$ cat src/rtl/div16_seq.sv
`default_nettype none
// ============================================================================
// Module  : div16_seq
// Brief   : 16-bit sequential restoring divider, signed/unsigned, fixed latency
// Revision: 1.0
// ============================================================================
module div16_seq (
    input  logic        clk,
    input  logic        rst,
    input  logic        Start,
    input  logic        Signed,
    input  logic [15:0] A,
    input  logic [15:0] B,
    output logic [15:0] Quot,
    output logic [15:0] Rem,
    output logic        Busy,
    output logic        Done,
    output logic        DivZero,
    output logic        OFs
);

    localparam logic [1:0] c_IDLE = 2'd0;
    localparam logic [1:0] c_CALC = 2'd1;
    localparam logic [1:0] c_FIX  = 2'd2;
    localparam logic [1:0] c_DONE = 2'd3;

    logic [1:0]  r_state;
    logic [1:0]  w_next;
    logic [3:0]  r_cnt;
    logic        r_fix;
    logic        r_sgn;
    logic [15:0] r_a;
    logic [15:0] r_b;
    logic [16:0] r_bmag;
    logic [15:0] r_q;
    logic [15:0] r_pr;

    logic        w_accept;
    logic [15:0] w_amag;
    logic [16:0] w_bmag;
    logic [16:0] w_shift;
    logic        w_ge;
    logic [15:0] w_diff;
    logic        w_dz;
    logic        w_ofs;

    assign w_accept = ((r_state == c_IDLE) || (r_state == c_DONE)) && Start;

    // Magnitude of 0x8000 is 0x8000; the divisor path is carried at 17 bits
    assign w_amag = (Signed && A[15]) ? (~A + 16'd1) : A;
    assign w_bmag = {1'b0, ((Signed && B[15]) ? (~B + 16'd1) : B)};

    assign w_shift = {r_pr, r_q[15]};
    assign w_ge    = (w_shift >= r_bmag);
    assign w_diff  = 16'(w_shift - r_bmag);

    assign w_dz  = (r_b == 16'h0000);
    assign w_ofs = r_sgn && (r_a == 16'h8000) && (r_b == 16'hFFFF);

    always_ff @(posedge clk or posedge rst) begin
        if (rst) begin
            r_state <= c_IDLE;
        end else begin
            r_state <= w_next;
        end
    end

    always_comb begin
        w_next = r_state;
        case (r_state)
            c_IDLE:  w_next = Start ? c_CALC : c_IDLE;
            c_CALC:  w_next = (r_cnt == 4'd15) ? c_FIX : c_CALC;
            c_FIX:   w_next = r_fix ? c_DONE : c_FIX;
            c_DONE:  w_next = Start ? c_CALC : c_IDLE;
            default: w_next = c_IDLE;
        endcase
    end

    always_comb begin
        Busy = (r_state == c_CALC) || (r_state == c_FIX);
        Done = (r_state == c_DONE);
    end

    // FIX spans two cycles: sign correction, then publishing the results,
    // which keeps the accept-to-Done distance at 18 edges.
    always_ff @(posedge clk or posedge rst) begin
        if (rst) begin
            r_cnt   <= 4'd0;
            r_fix   <= 1'b0;
            r_sgn   <= 1'b0;
            r_a     <= 16'h0000;
            r_b     <= 16'h0000;
            r_bmag  <= 17'h00000;
            r_q     <= 16'h0000;
            r_pr    <= 16'h0000;
            Quot    <= 16'h0000;
            Rem     <= 16'h0000;
            DivZero <= 1'b0;
            OFs     <= 1'b0;
        end else if (w_accept) begin
            r_a    <= A;
            r_b    <= B;
            r_sgn  <= Signed;
            r_bmag <= w_bmag;
            r_q    <= w_amag;
            r_pr   <= 16'h0000;
            r_cnt  <= 4'd0;
            r_fix  <= 1'b0;
        end else if (r_state == c_CALC) begin
            r_cnt <= r_cnt + 4'd1;
            if (w_ge) begin
                r_pr <= w_diff;
                r_q  <= {r_q[14:0], 1'b1};
            end else begin
                r_pr <= w_shift[15:0];
                r_q  <= {r_q[14:0], 1'b0};
            end
        end else if (r_state == c_FIX) begin
            if (!r_fix) begin
                r_fix <= 1'b1;
                if (r_sgn && (r_a[15] ^ r_b[15])) begin
                    r_q <= ~r_q + 16'd1;
                end
                if (r_sgn && r_a[15]) begin
                    r_pr <= ~r_pr + 16'd1;
                end
            end else begin
                Quot    <= w_dz ? 16'hFFFF : r_q;
                Rem     <= w_dz ? r_a : r_pr;
                DivZero <= w_dz;
                OFs     <= w_ofs;
            end
        end
    end

endmodule
`default_nettype wire

$ cat config.mk
export PLATFORM = sky130hd
export DESIGN_NAME = div16_seq
export DESIGN_NICKNAME = d
export VERILOG_FILES = /design/src/rtl/div16_seq.sv
export SDC_FILE = /design/constraint.sdc
export NUM_CORES = 1
export LEC_CHECK = 0
export BUFFER_PORTS_ARGS = -buffer_cell sky130_fd_sc_hd__buf_2
export CAP_MARGIN = 25
export CORE_ASPECT_RATIO = 0.8
export CORE_MARGIN = 1.5
export CORE_UTILIZATION = 35
export DETAILED_ROUTE_END_ITERATION = 16
export GPL_ROUTABILITY_DRIVEN = 0
export SYNTH_ARGS = -nofsm -noshare
export SYNTH_HDL_FRONTEND = slang
export SYNTH_SLANG_ARGS = --single-unit
$ cat constraint.sdc
create_clock -name clk -period 5.75 [get_ports clk]
set_input_delay 0.575 -clock clk [delete_from_list [all_inputs] [get_ports clk]]
set_output_delay 0.575 -clock clk [all_outputs]
set_load 0.01 [all_outputs]
### Yosys cells after proc, flatten, opt, wreduce, memory -nomap -nowiden

Cells that the tools add are included.
W data, S select, Z words.

* bits in registers: 122
* output and inout port bits: 36

* add/sub/neg operators: 6
* $lt $le $gt $ge: 1
* equality and inequality tests: 8
* mux-type cells: 25
* bitwise gates (word level): 7
* reduce and logical (&&, ||, !) cells: 21

Operators by type and width (number)
* $mux W16: 15
* $add A16 B1 Y16 const B: 4
* $not A16 Y16: 4
* $eq A16 B16 Y1 const B: 2
* $ge A17 B16 Y1: 1
* $logic_not A16 Y1: 1
* $sub A16 B16 Y16: 1
* $reduce_bool A3 Y1: 3
* $mux W4: 2
* $logic_and A1 B1 Y1: 7
* $mux W1: 6
* $pmux W2 S3: 1
* $reduce_and A3 Y1: 2
* $add A4 B1 Y4 const B: 1
* $eq A2 B2 Y1 const B: 2
* $eq A4 B4 Y1 const B: 1
* $reduce_and A4 Y1: 1
* $reduce_bool A2 Y1: 2
* $ne A3 B1 Y1 const B: 1
* $eq A2 B1 Y1 const B: 1
* $logic_not A2 Y1: 1
* $logic_or A1 B1 Y1: 2
* $mux W2: 1
* $ne A2 B2 Y1 const B: 1
* other kinds (4): 5

### Longest topological paths before layout

* word-level depth: 7
* gate-level depth with buffers: 10
* mapped depth without buffers: 10

### Worst setup path after synthesis

No wires, ideal clock.

* path type: flip-flop to flip-flop
* from: register r_q[15]
* to: register r_pr[12]
* data arrival time: 2244 ps
* path slack: 3411 ps
* cell stages (with the launch flop): 11
* buffers on the path: 0
* path through: dfrtp_1 > inv_1 > ha_1 > inv_1 > fa_1 > a21o_1 > a221oi_1 > o311a_1 > o21ai_0 > xnor2_1 > o31ai_1

* word-level cells in the longest chain between the ends: 4
* elaborated cells on any way between the ends: 5
* those cells by class: 1 x add/sub; 1 x order compare; 3 x mux

Ends and longest elaborated chain
* from (decl): RTL line 35 `logic [15:0] r_q;`
* from (signal assigned): RTL line 105 `r_q <= w_amag;`
* from (signal assigned): RTL line 113 `r_q <= {r_q[14:0], 1'b1};`
* from (signal assigned): RTL line 116 `r_q <= {r_q[14:0], 1'b0};`
* $sub A16 B16 Y16 / $ge A17 B16 Y1 (equally long branches): RTL line 55, 54
* $mux W16 (*): RTL line 111 `if (w_ge) begin`
* $mux W16 (*): RTL line 109 `end else if (r_state == c_CALC) begin`
* $mux W16 (*): RTL line 100 `end else if (w_accept) begin`
* to (signal assigned): RTL line 112 `r_pr <= w_diff;`
* to (signal assigned): RTL line 115 `r_pr <= w_shift[15:0];`
* to (signal assigned): RTL line 125 `r_pr <= ~r_pr + 16'd1;`
* to (decl): RTL line 36 `logic [15:0] r_pr;`

Mark *: on every way between the ends. The rest lies on a longest branch, timed or not.
A chain may end at the register's enable or synchronous reset.

### Worst setup path in the final report

* from: register r_pr[12]
* to: register r_pr[8]

* word-level cells in the longest chain between the ends: 4

Ends and longest elaborated chain
* $ge A17 B16 Y1: RTL line 54 `assign w_ge = (w_shift >= r_bmag);`
* $mux W16: RTL line 111
* $mux W16: RTL line 109
* $mux W16: RTL line 100

Every way passes these cells.

==> summary.md <==
- **outcome** finished clean
- **yosys synthesis warning count** 0
- **Post-CTS Setup Inserts** 0
- **start point of the critical path** r_pr[12]$_DFFE_PP0P_
- **Net Count, Synth** 958
- **Synth-to-Final Area Change** 14.54%
- **number of cells produced by synthesis** 897
- **Final Non-Filler Cells** 1218
- **area of the core** 20940 sq um
- **via count of the first global-routing pass** 6399
- **largest net degree at the start of global routing** 93
- **clk buf depth** 2
- **Max H-tree Level** 4
- **via count** 6747
- **arrival time of the worst setup path** 3270 ps
- **endpoint class of the critical path** flip-flop
- **sequential area share after synthesis** 0.4002
- **Critical Path Start Type** flip-flop
- **global route overflow** 0
- **number of flip-flops and latches in the synthesized netlist** 121
- **number of synthesized flops with an enable pin** 0
- **nets** 997
- **total setup violations reported at the end of the flow** 0
- **Slew headroom** 0.3787
- **highest clock frequency the design can meet** 339.5 MHz
- **Mapped Avg Cell Area** 8.435 sq um
- **worst setup slack after layout** 2805 ps
- **Tcrit/Tclk final** 0.5122
- **total clock sinks** 121
- **number of gates resized after CTS** 0
- **post-synthesis async set-or-reset flop share** 1.000
- **CTS tree** built
- **prevailing post-synth register cell** sky130_fd_sc_hd__dfrtp_1
- **Clk pin slew, worst setup/hold paths** 70 ps
- **Placement Rows** 47
- **total of hold buffers inserted after clock tree synthesis** 0
- **number of buffers created by CTS** 17
- **Pleak** 4.037 nW
- **Via density** 5.539
- **library cell with the highest instance count after synthesis** sky130_fd_sc_hd__nand2_1
- **count of buffers from port buffering** 71
- **Slew Viols, Final** 0
- **Yosys top cell by area** sky130_fd_sc_hd__dfrtp_1
- **transition time at the pin with the least slew margin** 932.0 ps
- **critical path class** reg2reg
- **number of antenna violations at the first check in global routing** 0
- **Total Routing Usage GR** 0.2043
- **HPWL after detailed placement** 16.07 mm
- **Hold Violations, Final** 0
- **top cell type's share of synthesized area** 0.4002
- **post-route total power** 5.262 mW
- **Maximum Capacitance Violations** 0
- **post-placement worst setup slack** 2689 ps
- **worst reg2reg setup slack** 2800 ps
- **Die Y-Extent** 134.5 um
- **layout cells sized above 1** 0.1454
- **remaining routing DRC violations** 0
- **Synth cell types** 78
- **Worst VDD drop** 0.2374 mV
- **die extent in x** 167.4 um
- **initial core utilization** 0.3614
- **Crit Path Max Fanout** 16
- **clock latency on the worst-skew pair** 430 ps
- **die area** 22510 sq um
- **most frequent cells after synthesis** 182 x sky130_fd_sc_hd__nand2_1, 121 x sky130_fd_sc_hd__dfrtp_1, 100 x sky130_fd_sc_hd__o21ai_0, 55 x sky130_fd_sc_hd__nor2_1
- **total negative slack** 0 ps
- **total I/O pin count** 72
- **wire per inst** 18.43 um
- **global-route wire length before repair** 35.79 mm
- **pwr dens** 607.3 nW/um^2
- **worst hold path type** in2async
- **number of placed cells counting well taps** 1185
- **RR Startpoint** r_pr[12]$_DFFE_PP0P_
- **number of detailed-route iterations in the first pass** 7
- **Post-Route Skew** 8.105 ps
- **RSZ-0062 raised after global routing** false
- **ranking of synthesized cells by area** sky130_fd_sc_hd__dfrtp_1 40%, sky130_fd_sc_hd__nand2_1 9.0%, sky130_fd_sc_hd__o21ai_0 6.6%
- **cell area after synthesis** 7566 sq um
- **minimum clock period** 2945 ps
- **number of DRC markers after the initial detailed-route iteration** 614
- **number of diodes added for antenna fixing** 0
- **antenna-violating nets left** 0
- **total detailed-routing wirelength** 22.45 mm
- **buffer type at the clock tree root** sky130_fd_sc_hd__clkbuf_16
- **Worst EP required** 6070 ps
-- critical path, cell delays in order (launching register included) --
cell	delay (ps)
sky130_fd_sc_hd__dfrtp_1	480
sky130_fd_sc_hd__ha_1	540
sky130_fd_sc_hd__nand4b_1	360
sky130_fd_sc_hd__o41ai_4	950
sky130_fd_sc_hd__nor2_1	170
sky130_fd_sc_hd__o41ai_2	330
-- state kept, by name, summed over array words and instances, names as in the netlist --
register,cells
Quot,16
Rem,16
r_a,16
r_b,16
r_pr,16
r_q,16
r_bmag,15
r_cnt,4
r_state,2
DivZero,1
OFs,1
r_fix,1
r_sgn,1
-- through the flow --
stage	util	hold slack [ps]	instance area (sq um)
global placement	0.3846	456.7	8051
floorplan	-	449.8	7566
finish	0.4139	260.7	8666
CTS	0.4133	293.5	8652
detailed placement	0.3855	465.4	8071
global route	0.4139	321.3	8666
-- layout make-up --
class                      count  area, sq um
clock buffer                  17        425.4
clock inverter                15        155.1
fill                        2139        12270
inverter                      40        152.6
multi-input combinational    678         4141
sequential                   121         3028
tap                          269        336.6
timing repair buffer          78        426.7
-- cells in the final DEF (no fill, tap or decap), types with 10 or more instances in the layout --
cell type	instances
sky130_fd_sc_hd__nand2_1	181
sky130_fd_sc_hd__dfrtp_1	121
sky130_fd_sc_hd__o21ai_0	100
sky130_fd_sc_hd__buf_2	71
sky130_fd_sc_hd__nor2_1	55
sky130_fd_sc_hd__a21oi_1	40
sky130_fd_sc_hd__inv_1	39
sky130_fd_sc_hd__xor2_1	28
sky130_fd_sc_hd__xnor2_1	27
sky130_fd_sc_hd__ha_1	24
sky130_fd_sc_hd__mux2i_1	21
sky130_fd_sc_hd__clkbuf_16	17
sky130_fd_sc_hd__nor3_1	16
sky130_fd_sc_hd__a31oi_1	15
sky130_fd_sc_hd__nand3_1	14
sky130_fd_sc_hd__nor4_1	13
sky130_fd_sc_hd__nand4_1	10
sky130_fd_sc_hd__o31ai_1	10
sky130_fd_sc_hd__o211ai_1	10
-- path summary, 6_finish.rpt --
| check | endpoint | cells past startpoint |
|---|---|---|
| setup / recovery | r_pr[8]$_DFFE_PP0P_ | 5 |
| hold / removal | r_b[12]$_DFFE_PP0P_ | 2 |
| setup reg to reg | r_pr[8]$_DFFE_PP0P_ | 5 |
| hold reg to reg | Quot[2]$_DFFE_PP0P_ | 2 |
| max in group asynchronous | r_cnt[3]$_DFFE_PP0N_ | 3 |
| min in group clk | r_a[8]$_DFFE_PP0P_ | 3 |
-- power breakdown --
part	leakage, nW	switching (mW)	internal [mW]
Sequential	1.54	0.419	1.18
Combinational	2.21	1.57	1.03
Clock	0.286	0.459	0.613
Total	4.04	2.44	2.82
-- logic make-up after synthesis --
group,count (synthesis),share of synthesized area
simple gates,332,0.2029
compound gates,244,0.2080
flops,121,0.4002
buf+inv,98,0.05358
xor+xnor,55,0.06367
fa+ha+maj,25,0.04234
mux,22,0.02927
-- per-layer routing --
metal | wire length (um) | GRT usage | vias to the layer above
met4 | 465 | 0.06807 | 0
li1 | - | - | 3250
met5 | 0 | 0 | -
met1 | 10620 | 0.2941 | 3223
met3 | 1429 | 0.03751 | 27
met2 | 9938 | 0.3090 | 247
Note: power is estimated with default switching activity, not from simulation.
